`src/rtl/fpnew_pkg.sv`:
```
// Shared FP-format definitions and the arbiter state type used by fma_share_arbiter.
package fpnew_pkg;

    localparam int unsigned NUM_FP_FORMATS = 5;
    localparam int unsigned FP_FORMAT_BITS = 3;

    typedef enum logic [FP_FORMAT_BITS-1:0] {
        FP32    = 3'd0,
        FP64    = 3'd1,
        FP16    = 3'd2,
        FP8     = 3'd3,
        FP16ALT = 3'd4
    } fp_format_e;

    typedef enum logic [1:0] {
        IDLE   = 2'd0,
        ACTIVE = 2'd1,
        DRAIN  = 2'd2
    } arb_state_e;

endpackage

```
`src/rtl/rr_arbiter.sv`:
```
// Combinational round-robin pick: first eligible index at or after ptr_i, wrapping modulo N.
module rr_arbiter #(
    parameter int N = 2,
    localparam int PW = (N > 1) ? $clog2(N) : 1
) (
    input  logic [N-1:0]  eligible_i,
    input  logic [PW-1:0] ptr_i,
    output logic [N-1:0]  grant_o,
    output logic [PW-1:0] idx_o
);

    logic [31:0] w_cand;
    logic        w_found;

    always_comb begin
        grant_o = '0;
        idx_o   = '0;
        w_found = 1'b0;
        w_cand  = '0;
        for (int unsigned off = 0; off < N; off++) begin
            w_cand = (32'(ptr_i) + off) % 32'(N);
            if (!w_found && eligible_i[w_cand]) begin
                grant_o[w_cand] = 1'b1;
                idx_o           = w_cand[PW-1:0];
                w_found         = 1'b1;
            end
        end
    end

endmodule

```
`src/rtl/fma_share_arbiter.sv`:
```
// Shares one FMA pipeline among NUM_REQ requesters: round-robin issue, per-requester credits, tag routing, flush/drain.
// Define FMA_ARB_STATS_EN to add grant_cnt_o (per-requester 16-bit wrapping issue counters).
module fma_share_arbiter
    import fpnew_pkg::*;
#(
    parameter int NUM_REQ = 2,
    parameter int WIDTH   = 64,
    parameter int MAX_OUT = 4,
    localparam int TAG_W  = (NUM_REQ > 1) ? $clog2(NUM_REQ) : 1
) (
    input  logic                       clk_i,
    input  logic                       rst_ni,
    input  logic [NUM_REQ-1:0]         req_valid_i,
    output logic [NUM_REQ-1:0]         req_ready_o,
    input  logic [NUM_REQ*3*WIDTH-1:0] req_operands_i,
    input  logic [NUM_REQ*3-1:0]       req_fmt_i,
    output logic                       fma_valid_o,
    input  logic                       fma_ready_i,
    output logic [3*WIDTH-1:0]         fma_operands_o,
    output logic [2:0]                 fma_fmt_o,
    output logic [TAG_W-1:0]           fma_tag_o,
    input  logic                       fma_res_valid_i,
    output logic                       fma_res_ready_o,
    input  logic [WIDTH-1:0]           fma_res_i,
    input  logic [TAG_W-1:0]           fma_res_tag_i,
    output logic [NUM_REQ-1:0]         rsp_valid_o,
    input  logic [NUM_REQ-1:0]         rsp_ready_i,
    output logic [WIDTH-1:0]           rsp_result_o,
    input  logic                       flush_i,
    output logic                       flush_done_o,
    output logic                       busy_o,
    output logic                       err_o
`ifdef FMA_ARB_STATS_EN
    ,
    output logic [NUM_REQ*16-1:0]      grant_cnt_o
`endif
);

    localparam int CNT_W = $clog2(MAX_OUT + 1);
    localparam logic [CNT_W-1:0] MAX_C  = CNT_W'(MAX_OUT);
    localparam logic [TAG_W-1:0] LAST_T = TAG_W'(NUM_REQ - 1);

    arb_state_e       r_state, w_state_nxt;
    logic [TAG_W-1:0] r_ptr;
    logic [CNT_W-1:0] r_cnt     [NUM_REQ];
    logic [CNT_W-1:0] w_cnt_nxt [NUM_REQ];
    logic             r_err;

    logic [NUM_REQ-1:0] w_elig, w_grant;
    logic [TAG_W-1:0]   w_idx;
    logic               w_issue, w_tag_ok, w_rdy_sel, w_stray, w_res_hs;
    logic               w_all_zero, w_any_cnt;
    logic [CNT_W-1:0]   w_cnt_sel;
    fp_format_e         w_fmt;

    always_comb begin
        w_elig = '0;
        for (int unsigned r = 0; r < NUM_REQ; r++)
            w_elig[r] = req_valid_i[r] && (r_cnt[r] < MAX_C) && (r_state != DRAIN);
    end

    rr_arbiter #(.N(NUM_REQ)) u_rr (
        .eligible_i (w_elig),
        .ptr_i      (r_ptr),
        .grant_o    (w_grant),
        .idx_o      (w_idx)
    );

    assign fma_valid_o = |w_elig;
    assign w_issue     = fma_valid_o && fma_ready_i;
    assign req_ready_o = w_grant & {NUM_REQ{fma_ready_i}};
    assign fma_tag_o   = w_idx;
    assign fma_fmt_o   = w_fmt;

    always_comb begin
        fma_operands_o = '0;
        w_fmt          = FP32;
        for (int unsigned r = 0; r < NUM_REQ; r++) begin
            if (w_grant[r]) begin
                fma_operands_o = req_operands_i[r*3*WIDTH +: 3*WIDTH];
                w_fmt          = fp_format_e'(req_fmt_i[r*3 +: 3]);
            end
        end
    end

    // Tag decode by comparison so out-of-range tags never index past the arrays.
    always_comb begin
        w_tag_ok  = 1'b0;
        w_cnt_sel = '0;
        w_rdy_sel = 1'b0;
        for (int unsigned r = 0; r < NUM_REQ; r++) begin
            if (fma_res_tag_i == TAG_W'(r)) begin
                w_tag_ok  = 1'b1;
                w_cnt_sel = r_cnt[r];
                w_rdy_sel = rsp_ready_i[r];
            end
        end
    end

    assign w_stray         = fma_res_valid_i && (!w_tag_ok || (w_cnt_sel == '0));
    assign w_res_hs        = fma_res_valid_i && !w_stray && w_rdy_sel;
    assign fma_res_ready_o = w_stray || w_rdy_sel;
    assign rsp_result_o    = fma_res_i;

    always_comb begin
        rsp_valid_o = '0;
        for (int unsigned r = 0; r < NUM_REQ; r++)
            rsp_valid_o[r] = fma_res_valid_i && !w_stray && (fma_res_tag_i == TAG_W'(r));
    end

    always_comb begin
        w_all_zero = 1'b1;
        w_any_cnt  = 1'b0;
        for (int unsigned r = 0; r < NUM_REQ; r++) begin
            w_cnt_nxt[r] = r_cnt[r];
            if (w_issue && w_grant[r] && !(w_res_hs && rsp_valid_o[r]) && (r_cnt[r] != MAX_C))
                w_cnt_nxt[r] = r_cnt[r] + CNT_W'(1);
            else if (w_res_hs && rsp_valid_o[r] && !(w_issue && w_grant[r]) && (r_cnt[r] != '0))
                w_cnt_nxt[r] = r_cnt[r] - CNT_W'(1);
            if (w_cnt_nxt[r] != '0) w_all_zero = 1'b0;
            if (r_cnt[r] != '0)     w_any_cnt  = 1'b1;
        end
    end

    // Idle/done decisions look at post-update counts so the last completing result ends the drain.
    always_comb begin
        w_state_nxt  = r_state;
        flush_done_o = 1'b0;
        case (r_state)
            IDLE: begin
                if (flush_i)      w_state_nxt = DRAIN;
                else if (w_issue) w_state_nxt = ACTIVE;
            end
            ACTIVE: begin
                if (flush_i)         w_state_nxt = DRAIN;
                else if (w_all_zero) w_state_nxt = IDLE;
            end
            DRAIN: begin
                if (!flush_i && w_all_zero) begin
                    w_state_nxt  = IDLE;
                    flush_done_o = 1'b1;
                end
            end
            default: w_state_nxt = IDLE;
        endcase
    end

    always_ff @(posedge clk_i or negedge rst_ni) begin
        if (!rst_ni) begin
            r_state <= IDLE;
            r_ptr   <= '0;
            r_err   <= 1'b0;
            for (int unsigned r = 0; r < NUM_REQ; r++) r_cnt[r] <= '0;
        end else begin
            r_state <= w_state_nxt;
            if (w_issue) r_ptr <= (w_idx == LAST_T) ? '0 : w_idx + TAG_W'(1);
            if (w_stray) r_err <= 1'b1;
            for (int unsigned r = 0; r < NUM_REQ; r++) r_cnt[r] <= w_cnt_nxt[r];
        end
    end

    assign busy_o = w_any_cnt || (r_state != IDLE);
    assign err_o  = r_err;

`ifdef FMA_ARB_STATS_EN
    logic [15:0] r_grant_cnt [NUM_REQ];

    always_ff @(posedge clk_i or negedge rst_ni) begin
        if (!rst_ni) begin
            for (int unsigned r = 0; r < NUM_REQ; r++) r_grant_cnt[r] <= '0;
        end else begin
            for (int unsigned r = 0; r < NUM_REQ; r++)
                if (w_issue && w_grant[r]) r_grant_cnt[r] <= r_grant_cnt[r] + 16'd1;
        end
    end

    always_comb begin
        grant_cnt_o = '0;
        for (int unsigned r = 0; r < NUM_REQ; r++) grant_cnt_o[r*16 +: 16] = r_grant_cnt[r];
    end
`endif

endmodule
```
`config.mk`:
```
export PLATFORM = sky130hd
export DESIGN_NAME = fma_share_arbiter
export DESIGN_NICKNAME = d
export VERILOG_FILES = /design/src/rtl/fpnew_pkg.sv /design/src/rtl/rr_arbiter.sv /design/src/rtl/fma_share_arbiter.sv
export SDC_FILE = /design/constraint.sdc
export NUM_CORES = 1
export LEC_CHECK = 0
export ABC_CLOCK_PERIOD_IN_PS = 2900
export CAP_MARGIN = 25
export CORE_AREA = 2 2 285 287
export CTS_BUF_LIST = sky130_fd_sc_hd__clkbuf_8
export CTS_CLUSTER_DIAMETER = 80
export DETAILED_ROUTE_END_ITERATION = 12
export DIE_AREA = 0 0 287 289
export DONT_BUFFER_PORTS = 1
export SLEW_MARGIN = 30
export SYNTH_ARGS = -nofsm -noshare
export SYNTH_HDL_FRONTEND = slang
export SYNTH_HIERARCHICAL = 1
export SYNTH_SLANG_ARGS = --single-unit
```
`constraint.sdc`:
```
create_clock -name clk_i -period 2.9 [get_ports clk_i]
set_input_delay 0.58 -clock clk_i [delete_from_list [all_inputs] [get_ports clk_i]]
set_output_delay 0.58 -clock clk_i [all_outputs]
set_load 0.005 [all_outputs]
```
Word-level counts from Yosys, hierarchy flattened --
Index checks and enable logic that the tools add are counted. W data, S select, Z words.
Operators by class: magnitude comparators 6, reductions and logical operators 44, equality and inequality tests 8, bitwise operators 3, add/sub/neg operators 6, muxes and demuxes 36
Operator list (number):
- $mux W192 | 2
- $logic_and A1 B1 Y1 | 26
- $mux W3 | 7
- $mux W1 | 17
- $mux W2 | 7
- $ne A3 B3 Y1 const B | 4
- $reduce_bool A3 Y1 | 4
- $logic_not A1 Y1 | 7
- $add A3 B1 Y3 const B | 2
- $lt A3 B3 Y1 const B | 2
- $pmux W2 S3 | 1
- $sub A3 B1 Y3 const B | 2
- $lt A1 B2 Y1 const B | 2
- $ne A2 B2 Y1 const B | 2
- $logic_not A3 Y1 | 1
- $reduce_and A3 Y1 | 1
- $add A1 B1 Y1 const B | 2
- $and A2 B2 Y2 | 1
- $demux W1 S1 | 2
- $eq A2 B1 Y1 const B | 1
- $eq A2 B2 Y1 const B | 1
- $ge A1 B1 Y1 const B | 2
- $logic_not A2 Y1 | 1
- $logic_or A1 B1 Y1 | 2
- 4 further kinds | 4
Storage, ports and cells: input bits 464, logic and storage cells 108, output and inout bits 269, register bits 10

Logic depth before layout (Yosys ltp) --
Gate-level depths: netlist of run 1.
word-level depth 21, gate-level depth with buffers 11

Modules after synthesis --
Netlist of run 1, hierarchy kept.
By module, submodules not included:
- fma_share_arbiter | cells each 415, times used 1, sequential area each 250.2 um2, area each 3331.9 um2
- rr_arbiter | cells each 4, times used 1, sequential area each 0.0 um2, area each 30.0 um2

Worst setup path before layout of run 1 --
Ideal clock, no wire load.
path type input port to output port, start point input port req_valid_i[1], end point output port flush_done_o, cell stages on the path 11, data required time 2.320 ns, arrival 2.538 ns, slack -0.218 ns, buffers on the path 1, cells stage by stage nand2b_4 nor2_1 a21boi_1 clkbuf_8 nand2_2 a211oi_4 nor2_2 a311oi_1 o211ai_2 nor4_2 and2_1
On the way: elaborated cells between the ends (all ways) 37, those cells by class mux: 15; bitwise: 1; reduce/logical: 21
RTL lines:
- start, declared | line fma_share_arbiter.sv:13 | input logic [NUM_REQ-1:0] req_valid_i,
- $logic_and A1 B1 Y1 * (2 in series) | line fma_share_arbiter.sv:59 | w_elig[r] = req_valid_i[r] && (r_cnt[r] < MAX_C) && (r_state != DRAIN);
- via w_elig[1] | line fma_share_arbiter.sv:49 | logic [NUM_REQ-1:0] w_elig, w_grant;
- $mux W1 (not written as such) (2 in series) | line rr_arbiter.sv:22 | if (!w_found && eligible_i[w_cand]) begin
- $mux W1 | line rr_arbiter.sv:22
- $logic_not A1 Y1 | line rr_arbiter.sv:22
- $logic_and A1 B1 Y1 | line rr_arbiter.sv:22
- $mux W2 * | line rr_arbiter.sv:22
- via w_grant[1] | line fma_share_arbiter.sv:49
- (+2 left out)
- $logic_and A1 B1 Y1 (2 in series) | line fma_share_arbiter.sv:118 | else if (w_res_hs && rsp_valid_o[r] && !(w_issue && w_grant[r]) && (r_cnt[r] != '0))
- $mux W3 | line fma_share_arbiter.sv:118
- $mux W3 * | line fma_share_arbiter.sv:116 | if (w_issue && w_grant[r] && !(w_res_hs && rsp_valid_o[r]) && (r_cnt[r] != MAX_C))
- $reduce_bool A3 Y1 * | line fma_share_arbiter.sv:120 | if (w_cnt_nxt[r] != '0) w_all_zero = 1'b0;
- $mux W1 * | line fma_share_arbiter.sv:120
- $logic_and A1 B1 Y1 * | line fma_share_arbiter.sv:139 | if (!flush_i && w_all_zero) begin
- $mux W1 * | line fma_share_arbiter.sv:139
- $mux W1 * | line fma_share_arbiter.sv:129 | case (r_state)
- end, declared | line fma_share_arbiter.sv:30 | output logic flush_done_o,
Mark *: on every way through the listed nets, which the timed path passes. The rest lies on a longest branch. The select of a mux whose other input is x is not followed.

Worst setup path after layout of run 1 --
start point register r_state[0], end point output port flush_done_o
On the way: elaborated cells between the ends (all ways) 39, those cells by class eq/ne: 2; mux: 15; bitwise: 1; reduce/logical: 21
RTL lines:
- start, declared | line fma_share_arbiter.sv:43 | arb_state_e r_state, w_state_nxt;
- start signal, assigned | line fma_share_arbiter.sv:155 | r_state <= w_state_nxt;
- $ne A2 B2 Y1 * | line fma_share_arbiter.sv:59
- $logic_and A1 B1 Y1 * | line fma_share_arbiter.sv:59
- via w_elig[0] | line fma_share_arbiter.sv:49
- $mux W1 (not written as such) (2 in series) | line rr_arbiter.sv:22
- $mux W1 | line rr_arbiter.sv:22
- $logic_not A1 Y1 | line rr_arbiter.sv:22
- $logic_and A1 B1 Y1 | line rr_arbiter.sv:22
- $mux W2 * | line rr_arbiter.sv:22
- via w_grant[1] | line fma_share_arbiter.sv:49
- (+2 left out)
- $logic_and A1 B1 Y1 (2 in series) | line fma_share_arbiter.sv:118
- $mux W3 | line fma_share_arbiter.sv:118
- $mux W3 * | line fma_share_arbiter.sv:116
- $reduce_bool A3 Y1 * | line fma_share_arbiter.sv:120
- $mux W1 * | line fma_share_arbiter.sv:120
- $logic_and A1 B1 Y1 * | line fma_share_arbiter.sv:139
- $mux W1 * | line fma_share_arbiter.sv:139
- $mux W1 * | line fma_share_arbiter.sv:129
Marks and branches as above.

==> out/metrics.cfg, run 1 <==
[global_route]
grt_overflow = 0
grt_max_degree = 132
first_global_vias = 3331
grt_pass1_wl_um = 49100
antenna_found_initial = 39
track_usage_pct = 9.86

[final_layout]
finalInstanceArea_mm2 = 0.00462
layout_common_cells = a22o_1, buf_4, nand2_1
nets = 824
fillers = 9446
final_util_pct = 5.78
layout_commonest_cell = a22o_1
drive_gt1_share_pct = 23.9
area_growth_pct = 37.4

[critical_path]
cp.required_ns = 2.32
worst_r2r_path_depth = 11
timing.rr.end = r_state[0]$_DFFE_PN0P_
worstPathArrival_ns = 2.73
start_kind = register
critPathCaptureType = primary output
reg2reg_setup_slack_ns = 0.30
critPathMaxFanout = 7
worstSetupPathType = register to primary output
timing.rr.start = r_state[1]$_DFFE_PN0P_

[power_and_ir_drop]
power_density_mw_per_mm2 = 537
peakVddDrop_mv = 0.219
p_leak_nw = 1.39

[drt]
vias = 3963
ant_nets = 0
wl_met2_um = 21200
drt_wl_total_um = 44900
wl_met3_um = 7830
wl_per_cell_um = 31.6
viasPerCell = 2.78
wl_met1_um = 14100
highest_layer = met5
first_pass_iters = 4
drc_errors = 0
drtIter0Drc = 243

[yosys]
synth_edf_count = 0
synth.top_cell.area_share_pct = 50.5
ys_types = 52
synth_seq_area_share_pct = 7.44
ys_top_cells_by_area = a22o_1, buf_4, dfrtp_1, clkbuf_1, ha_1
syn-num-nets = 889
synth.avg_cell_area_um2 = 8.02
yosys_warnings = 6
synth_area_leader_cell = a22o_1
ys.flop_type = dfrtp_1
syn_area_mm2 = 0.00336
synth_cells = 419
async_reset_ff_share_pct = 100
ys_ff_latch = 10

[worst_hold_path]
holdCritPathClass = input port to async pin

[floorplan]
die_y_um = 289
rows = 104
io_pins = 733
dieArea_mm2 = 0.0829
initial_core_util_pct = 4.21
die_x_um = 287
core_area_mm2 = 0.0799

[placed_design]
dp_hpwl_um = 41700
globalplace.congestion = 0.933
io_buffers = 0
dpl_cell_area_mm2 = 0.00443
pre_cts_slack_ns = -0.222

[clock_tree]
clk_latency_ns = 0.24
numCtsBuffers = 3
cts_sinks = 10
clk_pin_slew_ns = 0.06
cts_max_level = 1
clock_path_buffers = 2
cts_tree = built
clockRootBuffer = clkbuf_8
hold_buffers = 0

[timing]
rsz0062_at_grt = yes
fmaxAchievable_ghz = 0.302
final_max_slew_viol_count = 0
fin_ws_ns = -0.409
tightest_slew_ns = 0.635
finalSetupViolations = 1
fin_crit_sh_pct = 114
slew_headroom_pct = 57.7
hold_violations = 0
fin_crit_ns = 3.31
fin_tns_setup_ns = -0.409
clock_skew_ns = 0.00489

[job]
max-cap-violations = 0

[outcome]
violations = setup timing
status = complete, but fails checks

kinds of logic (layout without fill, tap and decap cells):
logic type | Yosys count | in the layout | share of synthesized area (%)
AOI/OAI and AO/OA | 224 | 224 | 57.9
xor gates and xnor gates | 2 | 2 | 0.521
adders and majority gates | 6 | 6 | 2.23
buffers and inverters | 120 | 53 | 20.9
DFF | 10 | 10 | 7.44
muxes | 4 | 4 | 1.23
other | 0 | 12 | 0
and+or+nand+nor | 53 | 53 | 9.79
flip-flops by register name (all words and copies together) (netlist names):
register and cells:
err_o 1, r_cnt 6, r_ptr 1, r_state 2
worst max-delay path, cell delays in order, from the launching register on:
cell and delay, ns:
dfrtp_1 0.40, nor2b_4 0.18, nor2_2 0.07, buf_4 0.14, a21boi_4 0.15, nand2_2 0.08
a211oi_4 0.30, mux2i_1 0.26, xnor2_1 0.20, o211ai_2 0.16, nor4_4 0.23, and2_4 0.21
buf_6 0.10
per-layer routing:
layer  vias up  track usage (%)
li1       1486                -
met1      1803             9.37
met2       565             17.0
met3        93             6.91
met4        16             2.79
met5         -                0
area by class of cell:
class                   instances  area (um2)  area share (%)
flip-flops and latches         10         250            5.42
repair buffers                 39         440            9.53
diodes                         12        30.0           0.650
well taps                    1060        1330            28.7
clock buffers                   3        41.3           0.894
inverters                      11        41.3           0.894
multi-input cells             289        2490            53.9
synthesized netlist by cell type, types with 2 or more instances:
| cell | n |
|---|---|
| a21boi_1 | 2 |
| o21ai_0 | 7 |
| inv_1 | 11 |
| nand2b_1 | 3 |
| dfrtp_1 | 10 |
| nand3_1 | 2 |
| a22o_1 | 194 |
| nor3_1 | 3 |
| nand2b_4 | 2 |
| buf_1 | 2 |
| mux2i_1 | 3 |
| a21oi_1 | 6 |
| nor2b_1 | 3 |
| o211ai_2 | 2 |
| nand2_1 | 16 |
| ha_1 | 6 |
| xnor2_1 | 2 |
| clkbuf_1 | 41 |
| buf_4 | 64 |
| or3_1 | 2 |
| nor2_1 | 7 |
power breakdown:
part           leakage [nW]  switching [W]  internal, W
logic                  1.26        0.00121     0.000849
registers             0.116      0.0000637     0.000199
clock network        0.0216      0.0000646    0.0000917
total                  1.39        0.00134      0.00114
repair_timing:
item | in CTS | in global routing
pin swaps | 0 | 2
buffers inserted | 3 | 0
hold endpoints to repair | 0 | 0
setup endpoints to repair | 5 | 22
cloned | 1 | 0
resized for setup | 5 | 14
worst max path at each step:
stage / startpoint / end / slack [ns] / cells past startpoint
6_report: r_state[0]$_DFFE_PN0P_ / flush_done_o / -0.41 / 12
3_3_place_gp: req_valid_i[0] / flush_done_o / -0.17 / 12
5_1_grt: r_state[0]$_DFFE_PN0P_ / flush_done_o / -0.58 / 12
2_1_floorplan: req_valid_i[0] / flush_done_o / 0.002 / 10
3_5_place_dp: req_valid_i[0] / flush_done_o / -0.22 / 11
4_1_cts: r_state[0]$_DFFE_PN0P_ / flush_done_o / -0.39 / 12
stage by stage:
step                      cells  power (W)  hold WS, ns
after floorplan             419    0.00163        0.284
after global placement     1405    0.00221        0.285
after detailed placement   1405    0.00223        0.285
after CTS                  1412    0.00247       0.0306
after global routing       1418    0.00266       0.0261
final                      1424    0.00248       0.0267
No activity file was read; power rests on OpenSTA's default activity.
==> run 2, diff against run 1 <==
Settings changed: TNS_END_PERCENT set to 100.
==> results of run 2 <==
Final layout, timing and power as in run 1 (identical DEF).
==> run 3, diff against run 2 <==
Settings changed: SLEW_MARGIN 30 to 40.
==> results of run 3 <==
Final layout, timing and power as in run 1 (identical DEF).
